[src/rtl/ram_access_arbiter.sv]
// ----------------------------------------------------------------------------
// ram_access_arbiter
//
// Shares a single-port SPI-slave RAM between two requesters. Each accepted
// 8-bit-address transaction becomes two 10-bit command beats on the RAM port.
// The top two bits of a beat select its meaning:
//    00 write-addr, 01 write-data, 10 read-addr, 11 read-data
// Reads then wait for ram_tx_valid, or give up after TIMEOUT cycles and
// return an error. Arbitration is round-robin. Only one transaction is in
// flight at a time.
//
// Ports
//    clk, rst_n                  clock (rising edge), async active-low reset
//    reqN_valid/ready            request handshake (ready is combinational)
//    reqN_we/addr/wdata          request payload (wdata ignored on reads)
//    rspN_valid/rdata/err        one-cycle completion pulse with read data
//                                and timeout flag
//    ram_din, ram_rx_valid       command beat towards the RAM
//    ram_dout, ram_tx_valid      read data returned by the RAM
// ----------------------------------------------------------------------------
module ram_access_arbiter #(
   parameter int TIMEOUT = 16,
   parameter int TO_W    = 5
) (
   input  logic       clk,
   input  logic       rst_n,
   input  logic       req0_valid,
   output logic       req0_ready,
   input  logic       req0_we,
   input  logic [7:0] req0_addr,
   input  logic [7:0] req0_wdata,
   output logic       rsp0_valid,
   output logic [7:0] rsp0_rdata,
   output logic       rsp0_err,
   input  logic       req1_valid,
   output logic       req1_ready,
   input  logic       req1_we,
   input  logic [7:0] req1_addr,
   input  logic [7:0] req1_wdata,
   output logic       rsp1_valid,
   output logic [7:0] rsp1_rdata,
   output logic       rsp1_err,
   output logic [9:0] ram_din,
   output logic       ram_rx_valid,
   input  logic [7:0] ram_dout,
   input  logic       ram_tx_valid
);

   typedef enum logic [2:0] {
      S_IDLE,
      S_ADDR,
      S_DATA,
      S_WAIT_RD,
      S_RESP
   } state_e;

   localparam logic [1:0]      CMD_WR_ADDR = 2'b00;
   localparam logic [1:0]      CMD_WR_DATA = 2'b01;
   localparam logic [1:0]      CMD_RD_ADDR = 2'b10;
   localparam logic [1:0]      CMD_RD_DATA = 2'b11;
   localparam logic [TO_W-1:0] TO_LAST     = TO_W'(TIMEOUT - 1);

   state_e            state_q, state_d;
   logic              we_q, we_d;
   logic [7:0]        addr_q, addr_d;
   logic [7:0]        wdata_q, wdata_d;
   logic              port_q, port_d;
   logic              last_grant_q, last_grant_d;
   logic [TO_W-1:0]   cnt_q, cnt_d;
   logic [9:0]        ram_din_q, ram_din_d;
   logic              ram_rx_valid_q, ram_rx_valid_d;
   logic              rsp0_valid_q, rsp0_valid_d;
   logic [7:0]        rsp0_rdata_q, rsp0_rdata_d;
   logic              rsp0_err_q, rsp0_err_d;
   logic              rsp1_valid_q, rsp1_valid_d;
   logic [7:0]        rsp1_rdata_q, rsp1_rdata_d;
   logic              rsp1_err_q, rsp1_err_d;

   // Arbitration and payload selection
   logic              grant_ok;
   logic              grant_port;
   logic              sel_we;
   logic [7:0]        sel_addr;
   logic [7:0]        sel_wdata;

   // Completion produced this cycle, routed to the latched port below
   logic              rsp_fire;
   logic [7:0]        rsp_data;
   logic              rsp_err_bit;

   always_comb begin
      grant_ok   = 1'b0;
      grant_port = 1'b0;
      if (req0_valid && req1_valid) begin
         // Under contention the port that did not win last time goes next.
         grant_ok   = 1'b1;
         grant_port = ~last_grant_q;
      end else if (req0_valid) begin
         grant_ok   = 1'b1;
         grant_port = 1'b0;
      end else if (req1_valid) begin
         grant_ok   = 1'b1;
         grant_port = 1'b1;
      end
      sel_we    = grant_port ? req1_we    : req0_we;
      sel_addr  = grant_port ? req1_addr  : req0_addr;
      sel_wdata = grant_port ? req1_wdata : req0_wdata;
   end

   // Ready is qualified with rst_n so nothing is accepted while reset is held.
   assign req0_ready = rst_n && (state_q == S_IDLE) && grant_ok && !grant_port;
   assign req1_ready = rst_n && (state_q == S_IDLE) && grant_ok &&  grant_port;

   always_comb begin
      // NOTE: every signal written here gets a default first; a branch that
      // forgets an assignment then holds the default instead of a latch.
      state_d        = state_q;
      we_d           = we_q;
      addr_d         = addr_q;
      wdata_d        = wdata_q;
      port_d         = port_q;
      last_grant_d   = last_grant_q;
      cnt_d          = cnt_q;
      ram_din_d      = '0;
      ram_rx_valid_d = 1'b0;
      rsp_fire       = 1'b0;
      rsp_data       = '0;
      rsp_err_bit    = 1'b0;

      // Outputs are registered, so each state computes the beat that the
      // NEXT state presents on the RAM port.
      case (state_q)
         S_IDLE: begin
            if (grant_ok) begin
               we_d           = sel_we;
               addr_d         = sel_addr;
               wdata_d        = sel_wdata;
               port_d         = grant_port;
               last_grant_d   = grant_port;
               ram_rx_valid_d = 1'b1;
               ram_din_d      = {sel_we ? CMD_WR_ADDR : CMD_RD_ADDR, sel_addr};
               state_d        = S_ADDR;
            end
         end
         S_ADDR: begin
            ram_rx_valid_d = 1'b1;
            ram_din_d      = {we_q ? CMD_WR_DATA : CMD_RD_DATA,
                              we_q ? wdata_q : 8'h00};
            state_d        = S_DATA;
         end
         S_DATA: begin
            if (we_q) begin
               rsp_fire = 1'b1;
               state_d  = S_RESP;
            end else begin
               cnt_d   = '0;
               state_d = S_WAIT_RD;
            end
         end
         S_WAIT_RD: begin
            // Returned data wins over a timeout expiring in the same cycle.
            if (ram_tx_valid) begin
               rsp_fire = 1'b1;
               rsp_data = ram_dout;
               state_d  = S_RESP;
            end else if (cnt_q == TO_LAST) begin
               rsp_fire    = 1'b1;
               rsp_err_bit = 1'b1;
               state_d     = S_RESP;
            end else begin
               cnt_d = cnt_q + TO_W'(1);
            end
         end
         S_RESP: begin
            state_d = S_IDLE;
         end
         default: begin
            state_d = S_IDLE;
         end
      endcase

      rsp0_valid_d = rsp_fire && !port_q;
      rsp0_rdata_d = (rsp_fire && !port_q) ? rsp_data : 8'h00;
      rsp0_err_d   = rsp_fire && !port_q && rsp_err_bit;
      rsp1_valid_d = rsp_fire &&  port_q;
      rsp1_rdata_d = (rsp_fire &&  port_q) ? rsp_data : 8'h00;
      rsp1_err_d   = rsp_fire &&  port_q && rsp_err_bit;
   end

   always_ff @(posedge clk or negedge rst_n) begin
      if (!rst_n) begin
         state_q        <= S_IDLE;
         we_q           <= 1'b0;
         addr_q         <= '0;
         wdata_q        <= '0;
         port_q         <= 1'b0;
         last_grant_q   <= 1'b1;     // port 0 wins the first contention
         cnt_q          <= '0;
         ram_din_q      <= '0;
         ram_rx_valid_q <= 1'b0;
         rsp0_valid_q   <= 1'b0;
         rsp0_rdata_q   <= '0;
         rsp0_err_q     <= 1'b0;
         rsp1_valid_q   <= 1'b0;
         rsp1_rdata_q   <= '0;
         rsp1_err_q     <= 1'b0;
      end else begin
         // NOTE: non-blocking assignments make every flop sample the values
         // from before this edge, independent of statement order.
         state_q        <= state_d;
         we_q           <= we_d;
         addr_q         <= addr_d;
         wdata_q        <= wdata_d;
         port_q         <= port_d;
         last_grant_q   <= last_grant_d;
         cnt_q          <= cnt_d;
         ram_din_q      <= ram_din_d;
         ram_rx_valid_q <= ram_rx_valid_d;
         rsp0_valid_q   <= rsp0_valid_d;
         rsp0_rdata_q   <= rsp0_rdata_d;
         rsp0_err_q     <= rsp0_err_d;
         rsp1_valid_q   <= rsp1_valid_d;
         rsp1_rdata_q   <= rsp1_rdata_d;
         rsp1_err_q     <= rsp1_err_d;
      end
   end

   assign ram_din      = ram_din_q;
   assign ram_rx_valid = ram_rx_valid_q;
   assign rsp0_valid   = rsp0_valid_q;
   assign rsp0_rdata   = rsp0_rdata_q;
   assign rsp0_err     = rsp0_err_q;
   assign rsp1_valid   = rsp1_valid_q;
   assign rsp1_rdata   = rsp1_rdata_q;
   assign rsp1_err     = rsp1_err_q;

endmodule

[config.mk]
export PLATFORM = sky130hd
export DESIGN_NAME = ram_access_arbiter
export DESIGN_NICKNAME = d
export VERILOG_FILES = /design/src/rtl/ram_access_arbiter.sv
export SDC_FILE = /design/constraint.sdc
export NUM_CORES = 1
export LEC_CHECK = 0
export CORE_ASPECT_RATIO = 1.5
export CORE_MARGIN = 10
export CORE_UTILIZATION = 30
export CTS_CLUSTER_DIAMETER = 50
export DETAILED_ROUTE_END_ITERATION = 10
export DONT_BUFFER_PORTS = 1
export GPL_ROUTABILITY_DRIVEN = 0
export HOLD_SLACK_MARGIN = 0.08
export SKIP_CTS_REPAIR_TIMING = 1
export SYNTH_ARGS = -nofsm -noshare
export SYNTH_HDL_FRONTEND = slang
export SYNTH_SLANG_ARGS = --single-unit
[constraint.sdc]
create_clock -name clk -period 5.1 [get_ports clk]
set_clock_uncertainty 0.2 [all_clocks]
set_input_delay 1.02 -clock clk [delete_from_list [all_inputs] [get_ports clk]]
set_output_delay 1.02 -clock clk [all_outputs]
set_load 0.03 [all_outputs]
== After elaboration in Yosys (flattened, before gate mapping) ==
Cells that the tools add are included.
Storage, ports and cells
  register bits after elaboration: 50
  input port bits: 47
  output and inout bits: 33
Operators by class
  $add $sub $neg: 1
  eq/ne operators: 9
  mux-type cells: 34
  bitwise operators: 1
  reduce and logical (&&, ||, !) cells: 16
Operators by type and width (number)
  2-to-1 mux 8 bit: 7
  case mux 10 bit (2 select lines): 1
  2-to-1 mux 5 bit: 3
  2-to-1 mux 1 bit: 12
  2-to-1 mux 3 bit: 4
  case mux 3 bit (4 select lines): 1
  2-to-1 mux 10 bit: 1
  case mux 5 bit (2 select lines): 1
  logical AND 1 bit: 9
  inequality test 2 bit (second input constant): 4
  equality test 3 x 2 -> 1 bit (second input constant): 2
  adder 5 x 1 -> 5 bit (second input constant): 1
  equality test 5 x 4 -> 1 bit (second input constant): 1
  2-to-1 mux 2 bit: 2
  case mux 1 bit (2 select lines): 2
  AND reduction 2 bit: 2
  AND reduction 4 bit: 1
  equality test 3 x 1 -> 1 bit (second input constant): 1
  logical NOT 3 bit: 1
  inequality test 3 bit (second input constant): 1
  logical NOT 1 bit: 2
  nonzero test 2 bit: 1
  NOT 1 bit: 1

== Longest topological paths before layout ==
Gate-level depths: netlist of the first run.
  depth in word-level cells: 7
  gate-level depth with buffers: 6
  gate-level depth less buffers: 6

== Least setup slack after synthesis of the first run ==
OpenSTA, ideal clock, no wires.
  path type: input port to output port
  start point: input req1_valid
  end point: output req0_ready
  arrival: 2.204 ns
  required time: 3.880 ns
  slack: 1.676 ns
  cell stages on the path: 4
  cells stage by stage: a21boi_2 buf_6 buf_6 nor3b_1
Between the ends
  longest elaborated chain between the ends: 5
  elaborated cells on any way between the ends: 9
RTL lines
  start: declaration: line 35  | input logic req1_valid,
  2-to-1 mux 1 bit: line 101  | end else if (req1_valid) begin
  2-to-1 mux 1 bit: line 98  | end else if (req0_valid) begin
  2-to-1 mux 1 bit: line 94  | if (req0_valid && req1_valid) begin
  logical AND 1 bit or logical NOT 1 bit (tied branches): line 111  | assign req0_ready = rst_n && (state_q == S_IDLE) && grant_ok && !grant_port;
  logical AND 1 bit (*): line 111
  end: declaration: line 28  | output logic req0_ready,
Every way passes the cells marked *; elsewhere a longest branch is shown, timed or not.

== Worst setup path in the final report of the first run ==
  start point: register state_q[0]
  end point: output req0_ready
Between the ends
  longest elaborated chain between the ends: 4
RTL lines
  start: declaration: line 63  | state_e state_q, state_d;
  start signal: assignment: line 210  | state_q <= state_d;
  logical NOT 3 bit: line 111
  logical AND 1 bit (3 in a row): line 111
No other way between the ends.

==> out/qor.yml, run 1 <==
power_and_ir_drop:
  ir_drop_v: 0.000233
  p_leak_uw: 0.00111
  powerDensity_nw_per_um2: 608
logic_synthesis:
  ys_warn_count: 0
  postSynthCellCount: 177
  synth_edf_count: 0
  yosysUniqueCellTypes: 41
  synth_flop_cell: "dfrtp_1"
  async_flop_share_pct: 100
  synth_area_leader_cell: "dfrtp_1"
  synth-seq-cells: 50
  syn-cell-area_um2: 2220
  syn_nets: 226
  synth.top_cell.area_share_pct: 55.1
  ys_seq_area_share_pct: 56.3
  synth.area.top_cells: "dfrtp_1 (55%), mux2_4 (5.4%), and2_1 (5.1%)"
  avgSynthCellArea_um2: 12.6
grt:
  grt_use_total_pct: 8.69
  grt_max_degree: 53
  grt_pass1_vias: 1511
  antenna_found_initial: 0
  grt_first_pass_wirelength_um: 8020
  grt_overflow: 0
detailed_routing:
  wl_per_cell_um: 17.5
  firstDrtPassIters: 4
  ant_nets: 0
  drc: 0
  via_per_inst: 4.84
  via_count: 1349
  drt_iter0_drc: 32
  wl_um: 4890
sta:
  hold_viol_final: 0
  finalCritPeriodShare_pct: 70.6
  drv_slew: 0
  max_slew.worst_pin.slew_ps: 954
  fin_crit_ps: 3600
  tns_ps: 0
  fmax_mhz: 278
  rsz0062_at_grt: "no"
  max_slew_margin_pct: 36.2
  setup_viol: 0
die:
  core_area_um2: 7230
  die_height_um: 125
  dieArea_um2: 11300
  die_w_um: 90.3
  std_cell_rows: 38
  io_pins: 80
  start_util_pct: 30.8
flow_run:
  maxCapViolations: 0
worst_setup_path:
  slowest_stage: "nor3b_1"
  max_stage_delay_ps: 800
  crit_type: "flop to output port"
  crit_fanout: 21
  cp_num_buf_inv: 1
  crit_arrival_ps: 2380
  crit_family: "simple AND/OR/NAND/NOR gates"
  worstSetupStartpointType: "flop"
  cp.required_ps: 3880
  endpoint_kind: "output port"
  crit_chain: "nor3_4 -> o21ai_2 -> buf_4 -> nor3b_1"
finish:
  area_growth_pct: 9.74
  multi_input_area_um2: 878
  seqCellArea_um2: 1250
  fin_nets: 227
  mostFrequentLayoutCells: "dfrtp_1 (49), and2_1 (18), nand2_1 (13)"
  antennaDiodeCount: 0
  fillerInstances: 756
  mostFrequentLayoutCell: "dfrtp_1"
  drive_above_1_share_pct: 15.1
  utilization_pct: 33.8
cts:
  cts_tree: "done"
  clk_transition_reported_paths_ps: 90
  clockRootBuffer: "clkbuf_8"
  cts_buffer_depth: 2
  clkLatencyLatePin_ps: 300
  h-tree-depth: 2
  cts_made_buffers: 5
  cts_sinks: 50
worst_hold_path:
  min_path_type: "primary input to asynchronous set/reset pin"
place:
  numPortBuffers: 0
  place_hpwl_um: 3640
outcome:
  status: "finished, final reports clean"
state kept, by name (all words and copies together), names as in the netlist:
signal,count
cnt_q,5
rsp1_valid,1
last_grant_q,1
rsp0_rdata,8
rsp0_err,1
ram_din,10
rsp0_valid,1
state_q,3
port_q,1
rsp1_rdata,8
we_q,1
wdata_q,8
ram_rx_valid,1
rsp1_err,1
cell families after synthesis:
| family | synth area share [%] |
|---|---|
| AO/OA/AOI/OAI | 10.2 |
| adder cells (fa/ha/maj) | 1.13 |
| buffers and inverters | 4.16 |
| flip-flops | 56.3 |
| multiplexers | 14.1 |
| AND/OR/NAND/NOR | 14.1 |
power breakdown:
part / internal [uW] / switching (uW)
combinational: 205 / 176
sequential: 526 / 234
clock: 209 / 132
final timing paths:
check | depth (start not counted) | from | to | slack [ps]
hold reg to reg | 2 | wdata_q[7] | ram_din[7] | 300
setup reg to reg | 6 | cnt_q[0] | cnt_q[3] | 2770
setup / recovery | 4 | state_q[0] | req0_ready | 1500
min in group clk | 2 | wdata_q[7] | ram_din[7] | 300
max in group asynchronous | 0 | rst_n | last_grant_q | 4330
hold / removal | 0 | rst_n | cnt_q[4] | 200
layout make-up:
class / instances / share of cell area [%]
Sequential cell: 50 / 51.3
Multi-Input combinational cell: 113 / 36.0
Tap cell: 100 / 5.13
Clock buffer: 6 / 3.38
Clock inverter: 2 / 2.46
Timing Repair Buffer: 3 / 0.923
Inverter: 5 / 0.769
routing by layer:
metal / track usage (%) / wire length (um)
met2: 14.1 / 2310
met1: 9.57 / 1980
met5: 0 / 0
met4: 3.48 / 123
met3: 4.19 / 471
per-stage QoR:
stage / hold WS [ps] / total power (uW) / area (um^2) / std cells / setup WS [ps]
after floorplan: 250 / 1090 / 2220 / 177 / 1680
after global placement: 278 / 1140 / 2300 / 271 / 1670
after detailed placement: 283 / 1150 / 2300 / 271 / 1660
after CTS: 192 / 1500 / 2440 / 279 / 1470
after global routing: 187 / 1570 / 2440 / 279 / 1350
final: 205 / 1480 / 2440 / 279 / 1500
worst reg2reg max path, delay by kind of cell, from the launching register on:
family,cells,cell delay [ps]
AND/OR/NAND/NOR,2,620
adder cells (fa/ha/maj),2,520
AO/OA/AOI/OAI,2,440
flip-flops,1,440
Yosys cell counts, types with 2 or more instances:
| master | n |
|---|---|
| buf_2 | 2 |
| o21ai_1 | 11 |
| nand2b_1 | 2 |
| buf_6 | 4 |
| dfrtp_1 | 49 |
| mux2i_1 | 8 |
| a31oi_1 | 2 |
| nor2b_1 | 2 |
| nor3b_1 | 2 |
| nor4_1 | 2 |
| mux2_1 | 9 |
| o22ai_1 | 2 |
| a21oi_1 | 2 |
| and4_1 | 3 |
| nand2_1 | 13 |
| and2_1 | 18 |
| buf_4 | 2 |
| nor2_1 | 4 |
| a22o_1 | 4 |
| ha_1 | 2 |
| mux2_4 | 8 |
| and3_1 | 2 |
| o21ai_0 | 2 |
| inv_1 | 5 |
(Power assumes the default switching activity.)
==> run 2, diff against run 1 <==
==> constraint.sdc (replaced) <==
create_clock -name clk -period 2.97 [get_ports clk]
set_clock_uncertainty 0.2 [all_clocks]
set_input_delay 0.594 -clock clk [delete_from_list [all_inputs] [get_ports clk]]
set_output_delay 0.594 -clock clk [all_outputs]
set_load 0.03 [all_outputs]
==> run 2 against run 1 <==
Effect of this change:
- cell area increased by 1.4%
- global-route usage increased by 0.17 points
- cell count increased by 2.2%
- combinational power increased by 94%
- sequential share of layout area decreased by 0.73 points
- via count increased by 1.7%
- first-iteration DRC count increased to 3.2 times the previous value
==> out/qor.yml, run 2 (synthesis results as in run 1) <==
outcome:
  status: "finished, final reports clean"
power_and_ir_drop:
  ir_drop_v: 0.000414  # +77%
  p_leak_uw: 0.00113  # +2.1%
  powerDensity_nw_per_um2: 995  # +64%
sta:
  finalCritPeriodShare_pct: 79.9
  setup_viol: 0  # unchanged
  tns_ps: 0  # unchanged
  rsz0062_at_grt: "no"
  max_slew_margin_pct: 69.2  # +33 points
  drv_slew: 0  # unchanged
  max_slew.worst_pin.slew_ps: 458  # -496 ps
  hold_viol_final: 0  # unchanged
  fin_crit_ps: 2370
  fmax_mhz: 422
die:
  dieArea_um2: 11300  # unchanged
  die_w_um: 90.3  # unchanged
  die_height_um: 125  # unchanged
  core_area_um2: 7230  # unchanged
  io_pins: 80  # unchanged
  start_util_pct: 30.8  # unchanged
  std_cell_rows: 38  # unchanged
cts:
  cts_made_buffers: 5  # unchanged
  cts_tree: "done"
  clk_transition_reported_paths_ps: 90  # about the same
  clockRootBuffer: "clkbuf_8"
  clkLatencyLatePin_ps: 290  # about the same
  cts_buffer_depth: 2  # unchanged
  cts_sinks: 50  # unchanged
  h-tree-depth: 2  # unchanged
grt:
  antenna_found_initial: 0  # unchanged
  grt_busiest_layer: "met2"
  grt_use_total_pct: 8.87  # +0.17 points
  use_met1_pct: 9.67  # +0.10 points
  met2_usage_pct: 15.1  # +0.94 points
  met3_usage_pct: 4.31  # +0.12 points
  grt_overflow: 0  # unchanged
  grt_max_degree: 53  # unchanged
  grt_pass1_vias: 1487  # -1.6%
  grt_first_pass_wirelength_um: 8150  # +1.5%
finish:
  area_growth_pct: 11.3
  mostFrequentLayoutCells: "dfrtp_1 (49), and2_1 (18), nand2_1 (13)"
  final_cell_area_um2: 2470  # +1.4%
  drive_above_1_share_pct: 17.3  # +2.2 points
  mostFrequentLayoutCell: "dfrtp_1"
  antennaDiodeCount: 0  # unchanged
  largest_reg_flops: 10  # unchanged
  fillerInstances: 740  # -2.1%
  fin_nets: 233  # +2.6%
detailed_routing:
  wl_um: 5070  # +3.7%
  via_per_inst: 4.81  # -0.44%
  drt_iter0_drc: 101  # +220%
  wl_per_cell_um: 17.8  # +1.5%
  drc: 0  # unchanged
  firstDrtPassIters: 4  # unchanged
  ant_nets: 0  # unchanged
  via_count: 1372  # +1.7%
place:
  numPortBuffers: 0  # unchanged
  dpl_cell_area_um2: 2330  # +1.3%
  place_hpwl_um: 3790  # +4.2%
worst_setup_path:
  max_stage_delay_ps: 500  # -300 ps
  crit_fanout: 10  # -52%
  endpoint_kind: "output port"
  crit_family: "flip-flops"
  cp.required_ps: 2180  # -1700 ps
  crit_arrival_ps: 1580  # -800 ps
  crit_type: "flop to output port"
  worstSetupStartpointType: "flop"
  cp_num_buf_inv: 1  # unchanged
  slowest_stage: "dfrtp_1"
  crit_chain: "nor3_4 -> o21ai_2 -> nor3b_1 -> buf_4"
flow_run:
  maxCapViolations: 0  # unchanged
worst_hold_path:
  min_path_type: "primary input to flop"
==> run 2: through the flow <==
| step | utilization [%] | cells | hold slack, ps | power (uW) | setup WS, ps |
|---|---|---|---|---|---|
| final | 34.2 | 285 | 157 | 2460 | 598 |
| after global routing | 34.2 | 285 | 139 | 2630 | 483 |
| after CTS | 33.7 | 283 | -237 | 2490 | 548 |
| after detailed placement | 32.2 | 275 | 101 | 2020 | 727 |
| after global placement | 32.2 | 275 | 101 | 2010 | 784 |
| after floorplan | - | 177 | 98.4 | 1870 | 398 |
==> run 2: final timing paths <==
path | start | end | slack [ps] | cells after the start
min in group asynchronous | rst_n | cnt_q[4] | 590 | 2
max in group asynchronous | rst_n | last_grant_q | 1700 | 2
hold reg to reg | wdata_q[3] | ram_din[3] | 300 | 2
hold / removal | req0_valid | last_grant_q | 160 | 1
setup reg to reg | cnt_q[0] | cnt_q[3] | 700 | 6
setup / recovery | state_q[1] | req0_ready | 600 | 4
==> run 2: cell type report <==
class | instances | area [um^2] | share of cell area, %
flip-flops and latches | 50 | 1250 | 50.6
well taps | 100 | 125 | 5.06
repair buffers | 9 | 90.1 | 3.64
inverters | 5 | 18.8 | 0.758
clock buffers | 8 | 110 | 4.45
multi-input cells | 113 | 878 | 35.5
==> run 2: worst reg2reg max path, cell delays in order (launching register included) <==
cell	delay [ps]
dfrtp_1	440
ha_1	250
and3_1	190
ha_1	240
nor2_1	400
a41oi_1	170
a221o_1	270
==> run 2: routing by layer <==
| metal | part of all wire (%) | up-vias |
|---|---|---|
| met4 | 0.91 | 0 |
| met5 | 0 | - |
| met1 | 41 | 671 |
| li1 | - | 633 |
| met3 | 8.2 | 5 |
| met2 | 50 | 63 |
==> run 2: where the power goes <==
group	internal, uW	switching, uW	total, uW	leakage [uW]
clock network	235	214	450	0.0000575
logic	380	360	740	0.000424
registers	904	368	1270	0.000652
total	1520	942	2460	0.00113
